File: config.mk
export PLATFORM = sky130hd
export DESIGN_NAME = seq_bit_serializer
export DESIGN_NICKNAME = d
export VERILOG_FILES = /design/src/rtl/seq_bit_serializer.sv
export SDC_FILE = /design/constraint.sdc
export NUM_CORES = 1
export LEC_CHECK = 0
export CORE_UTILIZATION = 45
export DETAILED_ROUTE_END_ITERATION = 16
export MAX_ROUTING_LAYER = met4
export PLACE_DENSITY_LB_ADDON = 0.08
export SYNTH_ARGS = -nofsm -noshare
export SYNTH_HDL_FRONTEND = slang
export SYNTH_SLANG_ARGS = --single-unit
File: constraint.sdc
create_clock -name clk -period 3.48 [get_ports clk]
set_input_delay 0.87 -clock clk [delete_from_list [all_inputs] [get_ports clk]]
set_output_delay 0.87 -clock clk [all_outputs]
set_load 0.01 [all_outputs]
File: src/rtl/seq_bit_serializer.sv
`default_nettype none
// ============================================================================
//  Module      : seq_bit_serializer
//  Description : Parallel-to-serial feed stage for the 1011 sequence
//                detector. Words arrive over a valid/ready handshake and
//                leave as a continuous one-bit-per-clock stream. A one-entry
//                holding register lets consecutive words stream back-to-back
//                so patterns spanning word boundaries stay intact.
//  Revision    : 1.0 - initial release
// ============================================================================
module seq_bit_serializer #(
  parameter int WIDTH     = 8,    // word width in bits, must be >= 2
  parameter bit MSB_FIRST = 1'b1  // 1: bit WIDTH-1 leaves first, 0: bit 0 first
) (
  input  logic             clk,
  input  logic             reset,
  input  logic [WIDTH-1:0] data_in,
  input  logic             data_valid,
  output logic             data_ready,
  output logic             ser_bit,
  output logic             bit_valid,
  output logic             word_last,
  output logic             busy
);

  localparam int              c_CW       = $clog2(WIDTH);
  localparam logic [c_CW-1:0] c_CNT_LAST = c_CW'(WIDTH - 1);
  localparam logic [c_CW-1:0] c_CNT_ONE  = c_CW'(1);

  typedef enum logic [0:0] {
    ST_IDLE  = 1'b0,
    ST_SHIFT = 1'b1
  } state_t;

  state_t           r_st;
  logic [WIDTH-1:0] r_sh;
  logic [c_CW-1:0]  r_cnt;
  logic [WIDTH-1:0] r_hold;
  logic             r_hold_full;

  logic             w_ready;
  logic             w_accept;
  logic             w_shifting;
  logic             w_last_bit;
  logic [WIDTH-1:0] w_sh_adv;
  logic             w_out_bit;

  // Ready depends only on the holding flag, never on data_valid, so the
  // source can decide to present a word without a combinational loop.
  assign w_ready    = !r_hold_full;
  assign w_accept   = data_valid && w_ready;
  assign w_shifting = (r_st == ST_SHIFT);
  assign w_last_bit = w_shifting && (r_cnt == c_CNT_LAST);

  // The output position and shift direction follow the bit order: the
  // output bit sits at the end that leaves first, the rest move toward it.
  generate
    if (MSB_FIRST) begin : g_msb_first
      assign w_sh_adv  = {r_sh[WIDTH-2:0], 1'b0};
      assign w_out_bit = r_sh[WIDTH-1];
    end else begin : g_lsb_first
      assign w_sh_adv  = {1'b0, r_sh[WIDTH-1:1]};
      assign w_out_bit = r_sh[0];
    end
  endgenerate

  // Control FSM, shifter, bit counter and holding register.
  always_ff @(posedge clk or posedge reset) begin
    if (reset) begin
      r_st        <= ST_IDLE;
      r_sh        <= '0;
      r_cnt       <= '0;
      r_hold      <= '0;
      r_hold_full <= 1'b0;
    end else begin
      case (r_st)
        ST_IDLE: begin
          // Idle accept goes straight into the shifter; hold stays empty.
          if (w_accept) begin
            r_sh  <= data_in;
            r_cnt <= '0;
            r_st  <= ST_SHIFT;
          end
        end

        ST_SHIFT: begin
          if (r_cnt != c_CNT_LAST) begin
            r_sh  <= w_sh_adv;
            r_cnt <= r_cnt + c_CNT_ONE;
            // A word arriving mid-word is parked until the shifter drains.
            if (w_accept) begin
              r_hold      <= data_in;
              r_hold_full <= 1'b1;
            end
          end else if (r_hold_full) begin
            // Parked word wins over new input; ready is low this cycle.
            r_sh        <= r_hold;
            r_hold_full <= 1'b0;
            r_cnt       <= '0;
          end else if (w_accept) begin
            // Word offered on the final bit bypasses the holding register.
            r_sh  <= data_in;
            r_cnt <= '0;
          end else begin
            r_st <= ST_IDLE;
          end
        end

        default: begin
          r_st <= ST_IDLE;
        end
      endcase
    end
  end

  // Outputs are decoded from state only; idle gaps read as '0' bits.
  assign data_ready = w_ready;
  assign ser_bit    = w_shifting ? w_out_bit : 1'b0;
  assign bit_valid  = w_shifting;
  assign word_last  = w_last_bit;
  assign busy       = w_shifting || r_hold_full;

endmodule
`default_nettype wire

== Word level (Yosys, flattened, before mapping) ==
Index checks and enable logic that the tools add are counted.
Operators by class
  $add $sub $neg: 1
  equal/unequal tests: 3
  muxes and demuxes: 15
  bitwise logic cells: 1
  reduce and logical (&&, ||, !) cells: 6
Operator list (number)
  8-bit two-way mux: 3
  8-bit one-hot mux with 2 select lines: 1
  3-bit two-way mux: 3
  1-bit two-way mux: 6
  3-bit one-hot mux with 2 select lines: 1
  3-bit by 1-bit adder with 3-bit output (second input constant): 1
  3-bit equality test (second input constant): 1
  3-bit inequality test (second input constant): 1
  3-bit AND reduction: 1
  1-bit logical AND: 2
  2-bit inequality test (second input constant): 1
  1-bit one-hot mux with 2 select lines: 1
  2-bit AND reduction: 1
  1-bit logical NOT: 1
  1-bit logical OR: 1
  1-bit inverter: 1
Storage, ports and cells
  register bits: 21
  input port bits: 11
  output and inout port bits: 5

== Logic depth before layout (Yosys ltp) ==
Gate-level depths: netlist of run 1.
  depth after elaboration: 6
  gate-level depth with buffers: 7
  mapped depth without buffers: 5

== Worst setup path before layout of run 1 ==
OpenSTA, ideal clock, no wires.
  path kind: flip-flop to output port
  start point: register r_cnt[0]
  end point: output word_last
  arrival: 1.156 ns
  path slack: 1.454 ns
  cell stages (with the launch flop): 5
  path buffers: 1
  path through: dfrtp_1 > ha_1 > ha_1 > clkbuf_1 > and2_1
On the way
  longest elaborated chain between the ends: 2
Ends and longest elaborated chain
  start, declared: line 37  | logic [c_CW-1:0] r_cnt;
  start signal, assigned: line 89  | r_cnt <= r_cnt + c_CNT_ONE;
  3-bit equality test: line 53  | assign w_last_bit = w_shifting && (r_cnt == c_CNT_LAST);
  1-bit logical AND: line 53
  end, declared: line 22  | output logic word_last,
Every way passes these cells.

== Worst setup path in the final report of run 1 ==
Ends and elaborated chain as after synthesis.

==> summary.md, run 1 <==
| Metric | Value |
|---|---|
| R2r startpoint | r_cnt[0] |
| CTS root buf | clkbuf_4 |
| Count leader, synth | dfrtp_1 |
| FF+latch count, synth | 21 |
| Fmax | 345 MHz |
| All-Layer GR Usage | 19.4% |
| Primary FF master, synth | dfrtp_1 |
| Top cells by count, synth | dfrtp_1 (21), o21ai_0 (9), mux2_4 (8), nand2_1 (7), a22oi_1 (6) |
| TNS Setup | 0 ns |
| CTS tree | done |
| Final Max Slew Viols | 0 |
| Setup violations, final | 0 |
| Placed Area | 0.00125 mm² |
| Diodes inserted | 0 |
| Worst EP arrival | 2.03 ns |
| Core Area | 0.00228 mm² |
| Post-Route Skew | 0.00387 ns |
| Vias in the first global route | 787 |
| Post-route cell area | 0.00128 mm² |
| Post-synth ARST share | 100% |
| Slew headroom | 47.4% |
| Largest net degree at the start of global routing | 22 |
| Initial Util | 49.1% |
| Crit path launch type | flip-flop |
| Distinct cells, synth | 29 |
| Peak VDD IR | 0.413 mV |
| First-pass GRT wire length | 3660 µm |
| Hold Path Stages | 1 |
| PostCTS Resize Cnt | 0 |
| Crit path required time | 2.61 ns |
| Unrepaired setup endpoints after global routing | false |
| Final period util | 83.2% |
| CTS H-tree depth | 1 |
| Post-CTS setup buffers | 0 |
| Vias per inst | 5.79 |
| Worst R2R Path Depth | 6 |
| Post-route ant nets | 0 |
| Synth area leaders | dfrtp_1 (47%), mux2_4 (11%), o21ai_0 (4.0%) |
| Global route overflow | 0 |
| Clk buf depth | 2 |
| TritonCTS Sinks | 21 |
| Largest area contributor in the netlist | dfrtp_1 |
| FP Rows | 17 |
| Die Ht | 51.9 µm |
| Worst slew pin tran | 0.788 ns |
| PwrDens | 775 mW/mm² |
| Drt first pass iters | 4 |
| R2r endpoint | r_sh[7] |
| Lkg Pwr | 0.557 nW |
| Initial drt markers | 23 |
| Via total after detailed routing | 793 |
| R2R Setup Slk | 1.56 ns |
| Final hold vios | 0 |
| HP Class | reg -> reg |
| Area growth syn-to-layout | 14.4% |
| DRC Markers | 0 |
| # hold bufs at CTS | 0 |
| Top cell type's share of synthesized area | 47.0% |
| Place WS | 0.933 ns |
| Hpwl dp | 1460 µm |
| GP Congestion | 0.765 |
| Synth Cell Area | 0.00112 mm² |
| Worst-path fanout max | 13 |
| I/O Buffers | 15 |
| Outcome | complete, no violations |
| Die W | 51.9 µm |
| Final worst slack | 0.584 ns |
| Nets | 124 |
| Worst-path clk slew | 0.13 ns |
| Layout cell share with drive strength beyond 1 | 16.5% |
| Yosys warns | 0 |
| Die Area | 0.00269 mm² |
| Number of synthesized flops with an enable pin | 0 |
| Hold path endpoint | r_cnt[1] |
| Seq/Total Area, Yosys | 47.0% |
| Mean Syn Cell Area | 11.5 µm² |
| Routed wire length | 2200 µm |
| CP endpoint kind | primary output |
| Clock latency on the worst-skew pair | 0.32 ns |
| Minimum clock period | 2.90 ns |
| Synthesized Nets | 111 |
| Setup CP Type | reg -> out |
| Mapped Cells | 97 |
| Max_cap viols | 0 |
| Num CTS Buffers | 3 |
| Initial antenna violation count | 0 |
| Fill cells | 200 |
| Hold_sp | r_cnt[1] |
| I/O pin total | 16 |
| Routed len/inst | 16.0 µm |
per-layer routing:
metal  vias up  track usage (%)  part of all wire (%)
met1       391             25.4                    50
met2        19             29.5                    44
met3         5             2.63                   3.5
li1        378                -                     -
met4         0             9.46                   2.0
met5         -                -                     0
critical path: stages, from the launching register on:
cell and delay [ns]:
dfrtp_1 0.39, ha_1 0.18, ha_1 0.42, and2_1 0.19, clkdlybuf4s50_1 0.53
logic make-up after synthesis:
group | after synthesis | synth area share [%]
DFF | 21 | 47.0
and+or+nand+nor | 20 | 10.9
AOI/OAI and AO/OA | 31 | 19.1
buffers and inverters | 11 | 6.26
muxes | 11 | 13.4
adders and majority gates | 3 | 3.36
layout by cell type, fill, tap and decap left out, drive strengths merged, types with 4 or more instances in the layout:
cell type / synthesis / layout
a221oi: 4 / 4
a22oi: 6 / 6
clkdlybuf4s50: 0 / 15
dfrtp: 21 / 21
mux2: 8 / 8
nand2: 7 / 7
nor2b: 4 / 4
o21ai: 9 / 9
o22ai: 4 / 4
power by group:
part | switching [mW] | internal [mW] | leakage (nW)
sequential | 0.0851 | 0.352 | 0.249
clock | 0.0826 | 0.0431 | 0.0177
combinational | 0.176 | 0.253 | 0.290
area by class of cell:
cell class | instances | area (µm²) | area share, %
timing repair buffer | 16 | 158 | 12.3
tap | 28 | 35.0 | 2.74
multi-input combinational | 65 | 523 | 40.9
inverter | 3 | 11.3 | 0.880
clock buffer | 3 | 22.5 | 1.76
sequential | 21 | 526 | 41.1
clock inverter | 1 | 5.00 | 0.391
registers in the layout, summed over array words and instances (netlist names):
signal,cells
r_cnt,3
bit_valid,1
r_hold,8
r_sh,8
r_hold_full,1
per-stage QoR:
| stage | utilization, % | std cells | hold slack [ns] | power, mW |
|---|---|---|---|---|
| after CTS | 56.2 | 137 | 0.523 | 0.991 |
| final | 56.2 | 137 | 0.521 | 0.992 |
| after global placement | 55.0 | 133 | 0.491 | 0.856 |
| after floorplan | - | 97 | 0.470 | 0.766 |
| after global routing | 56.2 | 137 | 0.538 | 1.06 |
| after detailed placement | 55.0 | 133 | 0.492 | 0.869 |
worst max path at each step:
| stage | startpoint | to | slack [ns] | cells after the start |
|---|---|---|---|---|
| 2_1_floorplan | r_cnt[0] | word_last | 1.45 | 4 |
| 3_3_place_gp | data_valid | r_hold[2] | 0.94 | 4 |
| 3_5_place_dp | data_valid | r_hold[2] | 0.93 | 4 |
| 4_1_cts | r_cnt[0] | word_last | 0.59 | 4 |
| 5_1_grt | r_cnt[0] | word_last | 0.47 | 4 |
| 6_report | r_cnt[0] | word_last | 0.58 | 4 |
(Power assumes the default switching activity.)
==> inputs of run 2 (changes only) <==
- clock period: 3.48 -> 2.4 ns (I/O delays scaled with it)
==> summary.md, run 2 (synthesis results as in run 1) <==
| Metric | Value |
|---|---|
| Outcome | complete, no violations |
| Nets | 128 (+3.2%) |
| Setup violations, final | 0 (unchanged) |
| Peak VDD IR | 0.671 mV (+62%) |
| I/O pin total | 16 (unchanged) |
| Initial Util | 49.1% (unchanged) |
| Clock power share | 11.9% (-0.8 points) |
| Internal Power | 952 µW (+47%) |
| Most frequent cells in the layout | dfrtp_1 (20), clkdlybuf4s50_1 (14), o21ai_0 (9) |
| Fin cells | 141 (+2.9%) |
| GP Congestion | 0.807 (+5.5%) |
| Diodes inserted | 0 (unchanged) |
| Net Sw Frac | 34.3% (-0.29 points) |
| Fill cells | 195 (-2.5%) |
| Pwr Total | 1.45 mW (+46%) |
| Lkg Pwr | 0.592 nW (+6.3%) |
| CTS tree | done |
| Worst-path clk slew | 0.11 ns (-0.02 ns) |
| Num CTS Buffers | 3 (unchanged) |
| R2r endpoint | r_hold[1] |
| Hold Path Stages | 1 (unchanged) |
| Post-route ant nets | 0 (unchanged) |
| Seq pwr share | 43.4% (-0.7 points) |
| Vias per inst | 5.80 (+0.23%) |
| Final Max Slew Viols | 0 (unchanged) |
| Worst slew pin tran | 0.429 ns (-0.359 ns) |
| Placed Cells | 137 (+3.0%) |
| FP Rows | 17 (unchanged) |
| Post-Route Skew | 0.00603 ns (+0.00217 ns) |
| Crit path launch type | flip-flop |
| CTS H-tree depth | 1 (unchanged) |
| Global route overflow | 0 (unchanged) |
| Vias in the first global route | 871 (+11%) |
| Routed len/inst | 16.4 µm (+2.5%) |
| Area growth syn-to-layout | 17.4% |
| Die W | 51.9 µm (unchanged) |
| Slew headroom | 71.4% (+24 points) |
| I/O Buffers | 15 (unchanged) |
| DRC Markers | 0 (unchanged) |
| R2r startpoint | r_cnt[0] |
| CTS root buf | clkbuf_4 |
| Most common cell after layout, fill and taps aside | dfrtp_1 |
| Util after Layout | 57.7% (+1.5 points) |
| Via total after detailed routing | 818 (+3.2%) |
| All-Layer GR Usage | 21.4% (+2.0 points) |
| Setup CP Type | reg -> out |
| Final hold vios | 0 (unchanged) |
| Initial antenna violation count | 0 (unchanged) |
| Worst EP arrival | 1.64 ns (-0.39 ns) |
| Initial drt markers | 15 (-35%) |
| Crit path required time | 1.80 ns (-0.81 ns) |
| Gate power share | 44.7% (+1.4 points) |
| Minimum clock period | 2.24 ns |
| Final period util | 93.4% |
| Drt first pass iters | 4 (unchanged) |
| Unrepaired setup endpoints after global routing | false |
| PwrDens | 1100 mW/mm² (+42%) |
| CP endpoint kind | primary output |
| Die Ht | 51.9 µm (unchanged) |
| Post-CTS setup buffers | 0 (unchanged) |
| Die Area | 0.00269 mm² (unchanged) |
| Hold path endpoint | r_hold[2] |
| Fmax | 446 MHz |
| Core Area | 0.00228 mm² (unchanged) |
| TNS Setup | 0 ns (unchanged) |
| HP Class | reg -> reg |
| Hpwl dp | 1640 µm (+13%) |
| Largest net degree at the start of global routing | 22 (unchanged) |
| R2R Setup Slk | 0.52 ns (-1.04 ns) |
| Net Switching | 498 µW (+45%) |
| First-pass GRT wire length | 3990 µm (+8.9%) |
| Routed wire length | 2320 µm (+5.5%) |
| Hold_sp | r_hold[2] |
| Max_cap viols | 0 (unchanged) |
| Clk buf depth | 2 (unchanged) |
| Largest regs | r_hold: 8 flops, r_sh: 8 flops, r_cnt: 3 flops |
| Clock latency on the worst-skew pair | 0.31 ns (about the same) |
| Layout cell share with drive strength beyond 1 | 20.4% (+3.8 points) |
| TritonCTS Sinks | 21 (unchanged) |
| Worst R2R Path Depth | 6 (unchanged) |
| Worst-path fanout max | 17 (+4) |
[run 2: changes by cell type in the layout (fill, tap and decap cells not counted)]
cell / previous run / this run
dfrtp_1: 21 / 20
clkdlybuf4s50_1: 15 / 14
dlymetal6s2s_1: 0 / 1
dfrtp_2: 0 / 1
buf_4: 1 / 5
[run 2: worst max-delay path by stage]
stage | slack (ns) | start | to | cells after the start
6_report | 0.16 | r_hold_full | busy | 2
3_5_place_dp | 0.33 | data_valid | r_hold[5] | 4
5_1_grt | 0.1 | r_hold_full | busy | 2
4_1_cts | 0.009 | r_cnt[0] | word_last | 4
2_1_floorplan | 0.64 | r_cnt[0] | word_last | 4
3_3_place_gp | 0.36 | data_valid | r_hold[1] | 4
[run 2: repair_timing]
action,CTS,global route
hold buffers,0,0
setup endpoints to repair,0,2
gates resized for setup,0,2
[run 2: area by class of cell]
class                      instances  area [µm²]  share of cell area (%)
timing repair buffer              20         190                    14.5
clock inverter                     1        5.00                   0.381
sequential                        21         527                    40.1
clock buffer                       3        22.5                    1.71
tap                               28        35.0                    2.67
multi-input combinational         65         523                    39.8
inverter                           3        11.3                   0.857
[run 2: critical path, stage by stage (launching register included)]
cell and delay [ns]:
dfrtp_2 0.54, or2_2 0.33, clkdlybuf4s50_1 0.47
[run 2: per-stage QoR]
step / worst slack, ns / hold slack, ns / area, µm²
after floorplan: 0.644 / 0.470 / 1120
after global placement: 0.363 / 0.487 / 1280
after detailed placement: 0.332 / 0.488 / 1280
after CTS: 0.00891 / 0.520 / 1310
after global routing: 0.0953 / 0.538 / 1310
final: 0.158 / 0.516 / 1310
[run 2: layer usage]
layer	up-vias	GRT usage [%]	share of wire [%]
li1	389	-	-
met1	410	28.4	49
met2	17	33.5	47
met3	2	5.26	4.1
met4	0	4.05	0.52
met5	-	-	0
[run 2: power by group through the flow]
stage	registers (mW)	logic, mW	clock network [mW]
6_report	0.630	0.649	0.172
5_1_grt	0.649	0.730	0.192
3_3_place_gp	0.630	0.632	0
4_1_cts	0.627	0.657	0.177
3_5_place_dp	0.635	0.653	0
2_1_floorplan	0.580	0.530	0
